$ cat config.mk
export PLATFORM = sky130hd
export DESIGN_NAME = reg_dump_reader
export DESIGN_NICKNAME = d
export VERILOG_FILES = /design/src/rtl/reg_dump_reader.sv
export SDC_FILE = /design/constraint.sdc
export NUM_CORES = 1
export LEC_CHECK = 0
export BUFFER_PORTS_ARGS = -buffer_cell sky130_fd_sc_hd__buf_2
export CAP_MARGIN = 30
export CORE_MARGIN = 3
export CORE_UTILIZATION = 55
export DETAILED_ROUTE_END_ITERATION = 10
export PLACE_DENSITY_LB_ADDON = 0.2
export SLEW_MARGIN = 30
export SYNTH_ARGS = -nofsm -noshare
export SYNTH_HDL_FRONTEND = slang
export SYNTH_SLANG_ARGS = --single-unit
$ cat constraint.sdc
create_clock -name clk -period 3 [get_ports clk]
set_input_delay 0.15 -clock clk [delete_from_list [all_inputs] [get_ports clk]]
set_output_delay 0.15 -clock clk [all_outputs]
set_load 0.01 [all_outputs]
$ cat src/rtl/reg_dump_reader.sv
// Debug read-out engine: walks a wrapping range of register-file addresses and
// streams each captured value, plus an optional ALU-flags trailer, over valid/ready.
module reg_dump_reader #(
  parameter int DW    = 8,
  parameter int AW    = 4,
  parameter int NREGS = 8
) (
  input  logic          clk,
  input  logic          reset,
  input  logic          start,
  input  logic [AW-1:0] base,
  input  logic [AW-1:0] len,
  input  logic          with_flags,
  output logic [AW-1:0] rd_addr,
  input  logic [DW-1:0] rd_data,
  input  logic [2:0]    alu_flags,
  output logic [DW-1:0] dout,
  output logic          dout_valid,
  input  logic          dout_ready,
  output logic          dout_last,
  output logic          busy,
  output logic          done
);

  typedef enum logic [2:0] {
    IDLE  = 3'd0,
    LOAD  = 3'd1,
    SEND  = 3'd2,
    FLAGS = 3'd3,
    FIN   = 3'd4
  } state_t;

  localparam logic [AW-1:0] NREGS_W   = AW'(NREGS);
  localparam logic [AW-1:0] LAST_ADDR = AW'(NREGS - 1);
  localparam logic [AW-1:0] ONE_W     = AW'(1);
  localparam logic [AW-1:0] ZERO_W    = {AW{1'b0}};

  function automatic logic [AW-1:0] wrap_inc(input logic [AW-1:0] p);
    return (p == LAST_ADDR) ? ZERO_W : p + ONE_W;
  endfunction

  state_t        state_r, state_s;
  logic [AW-1:0] ptr_r, ptr_s;
  logic [AW-1:0] remain_r, remain_s;
  logic          wf_r, wf_s;
  logic [DW-1:0] dout_r, dout_s;
  logic          valid_r, valid_s;
  logic          last_r, last_s;
  logic          busy_r, done_r;
  logic          handshake_s;
  logic [AW-1:0] clamp_s;
  logic [DW-1:0] flags_word_s;

  assign handshake_s  = valid_r & dout_ready;
  assign clamp_s      = (len > NREGS_W) ? NREGS_W : len;
  assign flags_word_s = {{(DW-3){1'b0}}, alu_flags};

  // Next-state and next-register-value logic for the dump sequencer.
  always_comb begin
    state_s  = state_r;
    ptr_s    = ptr_r;
    remain_s = remain_r;
    wf_s     = wf_r;
    dout_s   = dout_r;
    valid_s  = valid_r;
    last_s   = last_r;
    case (state_r)
      IDLE: begin
        if (start) begin
          ptr_s    = base % NREGS_W;
          remain_s = clamp_s;
          wf_s     = with_flags;
          state_s  = LOAD;
        end else begin
          state_s = IDLE;
        end
      end
      LOAD: begin
        // An empty range still spends this cycle so start-to-done timing is uniform.
        if (remain_r != ZERO_W) begin
          dout_s   = rd_data;
          valid_s  = 1'b1;
          last_s   = (remain_r == ONE_W) && !wf_r;
          remain_s = remain_r - ONE_W;
          ptr_s    = wrap_inc(ptr_r);
          state_s  = SEND;
        end else if (wf_r) begin
          dout_s  = flags_word_s;
          valid_s = 1'b1;
          last_s  = 1'b1;
          state_s = FLAGS;
        end else begin
          state_s = FIN;
        end
      end
      SEND: begin
        if (handshake_s) begin
          if (remain_r != ZERO_W) begin
            dout_s   = rd_data;
            last_s   = (remain_r == ONE_W) && !wf_r;
            remain_s = remain_r - ONE_W;
            ptr_s    = wrap_inc(ptr_r);
            state_s  = SEND;
          end else if (wf_r) begin
            dout_s  = flags_word_s;
            last_s  = 1'b1;
            state_s = FLAGS;
          end else begin
            valid_s = 1'b0;
            last_s  = 1'b0;
            state_s = FIN;
          end
        end else begin
          state_s = SEND;
        end
      end
      FLAGS: begin
        if (handshake_s) begin
          valid_s = 1'b0;
          last_s  = 1'b0;
          state_s = FIN;
        end else begin
          state_s = FLAGS;
        end
      end
      FIN: begin
        state_s = IDLE;
      end
      default: begin
        state_s = IDLE;
        valid_s = 1'b0;
        last_s  = 1'b0;
      end
    endcase
  end

  // State and output registers; reset aborts any dump immediately.
  always_ff @(posedge clk or negedge reset) begin
    if (!reset) begin
      state_r  <= IDLE;
      ptr_r    <= ZERO_W;
      remain_r <= ZERO_W;
      wf_r     <= 1'b0;
      dout_r   <= {DW{1'b0}};
      valid_r  <= 1'b0;
      last_r   <= 1'b0;
      busy_r   <= 1'b0;
      done_r   <= 1'b0;
    end else begin
      state_r  <= state_s;
      ptr_r    <= ptr_s;
      remain_r <= remain_s;
      wf_r     <= wf_s;
      dout_r   <= dout_s;
      valid_r  <= valid_s;
      last_r   <= last_s;
      busy_r   <= (state_s == LOAD) || (state_s == SEND) || (state_s == FLAGS);
      done_r   <= (state_s == FIN);
    end
  end

  assign rd_addr    = ptr_r;
  assign dout       = dout_r;
  assign dout_valid = valid_r;
  assign dout_last  = last_r;
  assign busy       = busy_r;
  assign done       = done_r;

endmodule

==> metrics, run 1 <==
outcome=finished clean; initial antenna violation count=0; Sink Count=24; CP cell instances=inv_1 > ha_1 > or3b_1 > a41oi_2 > a21oi_2 > mux2_4; placed cell area=between 0.0015 and 0.002 mm²; post-synth cell types=44; CTS tree=yes; vias in the first global route=between 1,000 and 1,500; FF-to-FF End=remain_r[1]$_DFFE_PN0P_; RSZ-0062 raised after global routing=false; Synth-to-Final Area Change=20.4%; top_reg_cell synth=dfrtp_1; Worst Path Required=around 3.2 ns; VDD IR max=0.603 mV; post-synth net total=around 170; setup TNS=0 ns; DIE AREA=a little over 0.003 mm²; largest net degree at the start of global routing=25; post-synthesis adder-cell area fraction=approximately 3.7%; Finished Cell Area=~0.0016 mm²; Slew HR=57.1%; wire per inst=between 10 and 15 µm; kind of critical path=flip-flop to flip-flop; Critical Path Sink Type=flip-flop; Peak Freq=approximately 0.45 GHz; Core Area=~0.0023 mm²; Synth top area share=roughly 44%; Core Rows=17; depth of the worst register-to-register path=6; I/O Pins=40; fin util=between 70% and 80%; fin crit period=between 2 and 2.5 ns; synth cell count leaders=24 x dfrtp_1, 14 x nand2_1, 10 x a21oi_1, 10 x o21ai_0, 7 x inv_1; top cell family by delay on the critical path=compound AO/OA/AOI/OAI gates; Worst R2R Setup Slack=0.80 ns; port buffer count=38; drt drc=0; first-pass GRT wire length=around 5.2 mm; Final Power=roughly 1.5 mW; post-synthesis cell count=139; maximum fanout along the worst path=7; Compound-Gate Fraction of Synth Area=23.3%; register bit total from synthesis=24; Routed WL=approximately 3.0 mm; count of final max-slew check failures=0; number of H-tree levels=1; sequential share of power=39.1%; Tot GR Track Use=roughly a fifth; async set-reset flop share out of synthesis=100%; Mean Syn Cell Area=between 9 and 10 µm²; critical path startpoint=remain_r[0]$_DFFE_PN0P_; critical path depth=6; NetSw=0.577 mW; Int Power=about 0.93 mW; worst skew pair latency=roughly 0.31 ns; max_cap viols=0; largest area contributor in the netlist=dfrtp_1; Crit-path slowest cell=or3b_1; post-detail-place hpwl=2.26 mm; CTS hold repair buffers=1; CP Data Arrival Time=2.41 ns; drt first pass iters=4; layout cells sized above 1=around 29%; Switching Fraction=a little under two fifths; CTS max path bufs=2; Final Wtd Congestion=0.940; # diodes=0; CP Launch Type=flip-flop; number of synthesized flops with an enable pin=0; Antenna Violating Nets Remaining=0; top cells by area, synth=dfrtp_1 44%, nand2_1 3.9%, a22o_1 3.9%; pwr/cell area=920 mW/mm²; worst hold-check path type=primary input to flip-flop; combinational share of power=45.4%; via count=roughly 1,200; clock share of power=15.4%; P_leak=0.773 nW; Mapped Area=about 0.0014 mm²; grt ovf=0; Final Hold Fails=0; Post-Synth Simple-Gate Area=between 10% and 20%; initial drt markers=between 50 and 60; reg2reg start=remain_r[0]$_DFFE_PN0P_; Via density=between 5 and 6; Syn. warnings=0; TritonCTS Buffers=3; clock-pin slew on the worst setup and hold paths=between 0.1 and 0.15 ns; Initial Util=between 50 and 60%; mux share of post-synthesis cell area=between 7 and 8%; Final period util=approximately 73%; Seq/Total Area, Yosys=44.1%; CP Buf/Inv Count=1; worst-margin pin slew=between 0.6 and 0.7 ns; final layout net count=~210; Root Driver=clkbuf_4; Critical Path Max Stage Delay=between 0.4 and 0.5 ns; Die X-Extent=55.8 µm; final clock skew=just under 0.005 ns; xor and xnor area share after synthesis=less than 1%; top-count cell post-synth=dfrtp_1; worst setup path endpoint=remain_r[1]$_DFFE_PN0P_; largest family of logic cells by synthesized area=compound AO/OA/AOI/OAI gates; post-CTS setup buffer count=0; die height=between 50 and 60 µm; cts repair resizes=0; final setup vio count=0
worst reg2reg max path: cells and delay by family (launching register included):
kind                     cells  cell delay (ns)
multiplexers                 1             0.33
adder cells (fa/ha/maj)      1             0.22
AND/OR/NAND/NOR              1             0.48
flip-flops                   1             0.44
AO/OA/AOI/OAI                2             0.52
buffers and inverters        1             0.12
routing by layer:
metal  global-route usage, %  vias to the layer above  part of all wire [%]  routed length [µm]
met2                    33.1                       61                    49                1490
met1                    27.6                      557                    42                1270
met4                    9.38                        0                   1.5                  46
met5                       0                        -                     0                   0
met3                    3.48                        5                   7.3                 222
li1                        -                      593                     -                   -
power by group through the flow:
stage               logic, mW  clock network [mW]  registers [mW]
finish                  0.686               0.233           0.590
global route            0.763               0.255           0.612
CTS                     0.690               0.239           0.588
detailed placement      0.683                   0           0.594
global placement        0.659                   0           0.585
floorplan               0.449                   0           0.604
stage by stage:
stage / setup WS, ns / cells / hold WS [ns]
2_1_floorplan: 1.03 / 139 / -0.146
3_3_place_gp: 0.879 / 202 / 0.153
3_5_place_dp: 0.811 / 202 / 0.161
4_1_cts: 0.800 / 207 / 0.0370
5_1_grt: 0.698 / 207 / 0.0320
6_report: 0.801 / 207 / 0.0456
worst min-delay path by stage:
stage	start	endpoint	slack [ns]	cells past startpoint
CTS	rd_data[7]	dout[7]$_DFFE_PN0P_	0.04	2
global route	rd_data[7]	dout[7]$_DFFE_PN0P_	0.03	2
global placement	reset	dout[1]$_DFFE_PN0P_	0.15	1
floorplan	reset	busy$_DFF_PN0_	-0.15	0
detailed placement	reset	dout[1]$_DFFE_PN0P_	0.16	1
finish	rd_data[7]	dout[7]$_DFFE_PN0P_	0.05	2
cell families (layout without fill, tap and decap cells):
kind of cell / Yosys count / after routing
AO/OA/AOI/OAI: 47 / 47
multiplexers: 9 / 9
flip-flops: 24 / 24
XOR/XNOR: 1 / 1
buffers and inverters: 12 / 52
AND/OR/NAND/NOR: 42 / 42
adder cells (fa/ha/maj): 4 / 4
final cells by class:
| class | count | area (µm²) |
|---|---|---|
| Sequential cell | 24 | 601 |
| Timing Repair Buffer | 41 | 215 |
| Clock buffer | 3 | 22.5 |
| Tap cell | 28 | 35.0 |
| Inverter | 7 | 26.3 |
| Clock inverter | 1 | 30.0 |
| Fill cell | 173 | 636 |
| Multi-Input combinational cell | 103 | 711 |
flip-flops by register name, summed over array words and instances, names as in the netlist:
name / flops
wf_r: 1
remain_r: 4
dout: 8
dout_valid: 1
rd_addr: 4
dout_last: 1
state_r: 3
done: 1
busy: 1
cell usage in the layout (no fill, tap or decap), types with 2 or more instances in the layout:
cell       count
a21oi_1       10
a22o_1         6
a2bb2oi_1      2
a31oi_1        4
buf_2         38
buf_4          2
clkbuf_4       3
dfrtp_1       24
ha_1           4
inv_1          7
mux2_2         2
mux2_4         3
mux2i_1        4
nand2_1       14
nand3_1        2
nor2_1         5
nor2b_1        4
nor3_1         2
nor3b_1        3
nor4b_1        2
o21ai_0       10
o21bai_1       2
o22ai_1        3
Note: power is estimated with default switching activity, not from simulation.
==> inputs of run 2 (changes only) <==
Settings changed: ABC_AREA set to 1, CORE_UTILIZATION 55 to 46.
Clock period 3 ns to 2 ns, I/O delays scaled along.
==> metrics, run 2 <==
fin crit period=1.66 ns (was 2.20 ns); register bit total from synthesis=24 (unchanged); Crit-path slowest cell=dfrtp_1 (was or3b_1); Synth top area share=41.7% (was 44.1%); kind of critical path=flip-flop to flip-flop (unchanged); area of the multi-input gates=763 µm² (was 711 µm²); Top cell by count, worst path=nand2_1; max FFs per register=8 (unchanged); worst skew pair latency=0.32 ns (was 0.31 ns); RSZ-0062 raised after global routing=false (unchanged); Synth-to-Final Area Change=23.6% (was 20.4%); largest area contributor in the netlist=dfrtp_1 (unchanged); maximum fanout along the worst path=9 (was 7); synth cell count leaders=81 x nand2_1, 24 x dfrtp_1, 19 x nand3_1 (was 24 x dfrtp_1, 14 x nand2_1, 10 x a21oi_1, 10 x o21ai_0, 7 x inv_1); fin util=61.8% (was 72.1%); Finished Cell Area=0.00178 mm² (was 0.00164 mm²); drt drc=0 (unchanged); Mean Syn Cell Area=7.34 µm² (was 9.80 µm²); final clock skew=0.00516 ns (was 0.00488 ns); # diodes=0 (unchanged); worst-margin pin slew=0.531 ns (was 0.640 ns); Final Hold Fails=0 (unchanged); Slew HR=64.6% (was 57.1%); Die X-Extent=61.9 µm (was 55.8 µm); Antenna Violating Nets Remaining=0 (unchanged); Critical Path Max Stage Delay=0.41 ns (was 0.48 ns); vias in the first global route=1,098 (was 1,129); CTS tree=yes (unchanged); largest net degree at the start of global routing=25 (unchanged); die height=61.9 µm (was 55.8 µm); CP Data Arrival Time=1.89 ns (was 2.41 ns); hold_ws=0.0334 ns (was 0.0456 ns); leading cell type in the layout, fill and taps excluded=nand2_1 (was buf_2); Final Power=2.98 mW (was 1.51 mW); async set-reset flop share out of synthesis=100% (unchanged); post-synth cell types=23 (was 44); Critical Path Sink Type=flip-flop (unchanged); Peak Freq=0.602 GHz (was 0.455 GHz); sequential cell area=601 µm² (unchanged); port buffer count=38 (unchanged); final setup vio count=0 (unchanged); Post-Place Setup Slack=0.339 ns (was 0.811 ns); Sink Count=24 (unchanged); wire per inst=10.8 µm (was 14.6 µm); top cells by area, synth=dfrtp_1 42%, nand2_1 21%, nand3_1 6.6% (was dfrtp_1 44%, nand2_1 3.9%, a22o_1 3.9%); first-pass GRT wire length=4.88 mm (was 5.22 mm); Root Driver=clkbuf_4 (unchanged); Core Rows=19 (was 17); final layout net count=273 (was 208); drt first pass iters=4 (unchanged); Worst Path Required=2.23 ns (was 3.21 ns); DIE AREA=0.00384 mm² (was 0.00311 mm²); Finished Layout Cells=286 (was 207); Seq/Total Area, Yosys=41.7% (was 44.1%); I/O Pins=40 (unchanged); CTS max path bufs=2 (unchanged); count of final max-slew check failures=0 (unchanged); post-CTS setup buffer count=0 (unchanged); P_leak=1.03 nW (was 0.773 nW); initial drt markers=40 (was 51); CP cell instances=inv_1 > ha_1 > nand2_1 > o21bai_4 > nor2_4 > nand2_1 > nand2_1 (was inv_1 > ha_1 > or3b_1 > a41oi_2 > a21oi_2 > mux2_4); Core Area=0.00288 mm² (was 0.00228 mm²); Final Wtd Congestion=0.855 (was 0.940); worst hold-check path type=primary input to flip-flop (unchanged); Routed WL=3.09 mm (was 3.03 mm); Tot GR Track Use=17.0% (was 20.8%); initial antenna violation count=0 (unchanged); CP Buf/Inv Count=1 (unchanged); pwr/cell area=1670 mW/mm² (was 920 mW/mm²); via count=1,352 (was 1,216); max_cap viols=0 (unchanged); post-detail-place hpwl=2.29 mm (was 2.26 mm); placed insts=276 (was 202); Final period util=83.0% (was 73.3%); post-synthesis cell count=196 (was 139); top-count cell post-synth=nand2_1 (was dfrtp_1); final worst setup slack=0.339 ns (was 0.801 ns); outcome=finished clean (unchanged); setup TNS=0 ns (unchanged); post-synth net total=224 (was 167); Syn. warnings=0 (unchanged); Mapped Area=0.00144 mm² (was 0.00136 mm²); layout cells sized above 1=25.0% (was 29.1%); number of H-tree levels=1 (unchanged); CP Launch Type=flip-flop (unchanged); Initial Util=50.0% (was 59.9%); top_reg_cell synth=dfrtp_1 (unchanged); grt ovf=0 (unchanged); fill count=275 (was 173); Via density=4.73 (was 5.87); TritonCTS Buffers=3 (unchanged); top cell family by delay on the critical path=simple AND/OR/NAND/NOR gates (was compound AO/OA/AOI/OAI gates); clock-pin slew on the worst setup and hold paths=0.13 ns (about the same); commonest non-fill, non-tap cells in the layout=81 x nand2_1, 38 x buf_2, 24 x dfrtp_1 (was 38 x buf_2, 24 x dfrtp_1, 14 x nand2_1); placed cell area=0.00168 mm² (was 0.00158 mm²); number of synthesized flops with an enable pin=0 (unchanged); VDD IR max=0.688 mV (was 0.603 mV)
[run 2: cell count changes in the layout (fill, tap and decap cells not counted), sizes merged, moves of 6 or more]
cell   change
nor2      +14
nand3     +19
inv       +13
nand2     +71
a22o       -6
a21oi      -8
[run 2: kinds of logic (layout without fill, tap and decap cells)]
group	after synthesis	count (layout)	synth area share [%]
compound gates	19	19	7.91
xor+xnor	1	1	0.609
fa+ha+maj	4	4	3.48
buf+inv	20	68	5.22
flops	24	24	41.7
simple gates	128	128	41.0
[run 2: routing by layer]
layer  up-vias  track usage, %  share of wire, %
met5         -               0                 0
met4         0            6.36               1.4
met3         6            2.48               3.9
met2        27            25.0                42
met1       603            25.2                53
li1        716               -                 -
[run 2: what timing repair did]
item	in CTS	in global routing
endpoints found under the setup margin	0	0
hold buffers	6	0
resized for setup	0	0
endpoints found under the hold margin	29	0
[run 2: tightest hold or removal path, delay by kind of cell]
kind,cells,cell delay [ns]
buf+inv,1,0.08
compound gates,1,0.10
simple gates,1,0.04
[run 2: area by class of cell]
cell class,count,share of cell area (%)
timing repair buffer,44,14.1
sequential,24,33.8
multi-input combinational,152,42.9
inverter,20,4.22
tap,42,2.96
clock buffer,4,2.04
[run 2: path summary, 6_finish.rpt]
kind | slack (ns) | to | cells after the start | start
worst max-delay path | 0.34 | rd_addr[2]$_DFFE_PN0P_ | 7 | remain_r[0]$_DFFE_PN0P_
worst min-delay path | 0.03 | wf_r$_DFFE_PN0P_ | 3 | with_flags
worst max register to register | 0.34 | rd_addr[2]$_DFFE_PN0P_ | 7 | remain_r[0]$_DFFE_PN0P_
worst min register to register | 0.48 | dout[0]$_DFFE_PN0P_ | 2 | dout[0]$_DFFE_PN0P_
max in group asynchronous | 1.38 | wf_r$_DFFE_PN0P_ | 2 | reset
min in group asynchronous | 0.27 | dout[4]$_DFFE_PN0P_ | 2 | reset
[run 2: where the power goes]
group	internal (mW)	leakage, nW	switching, mW
clock	0.112	0.0210	0.151
sequential	0.705	0.298	0.181
combinational	0.653	0.715	1.17
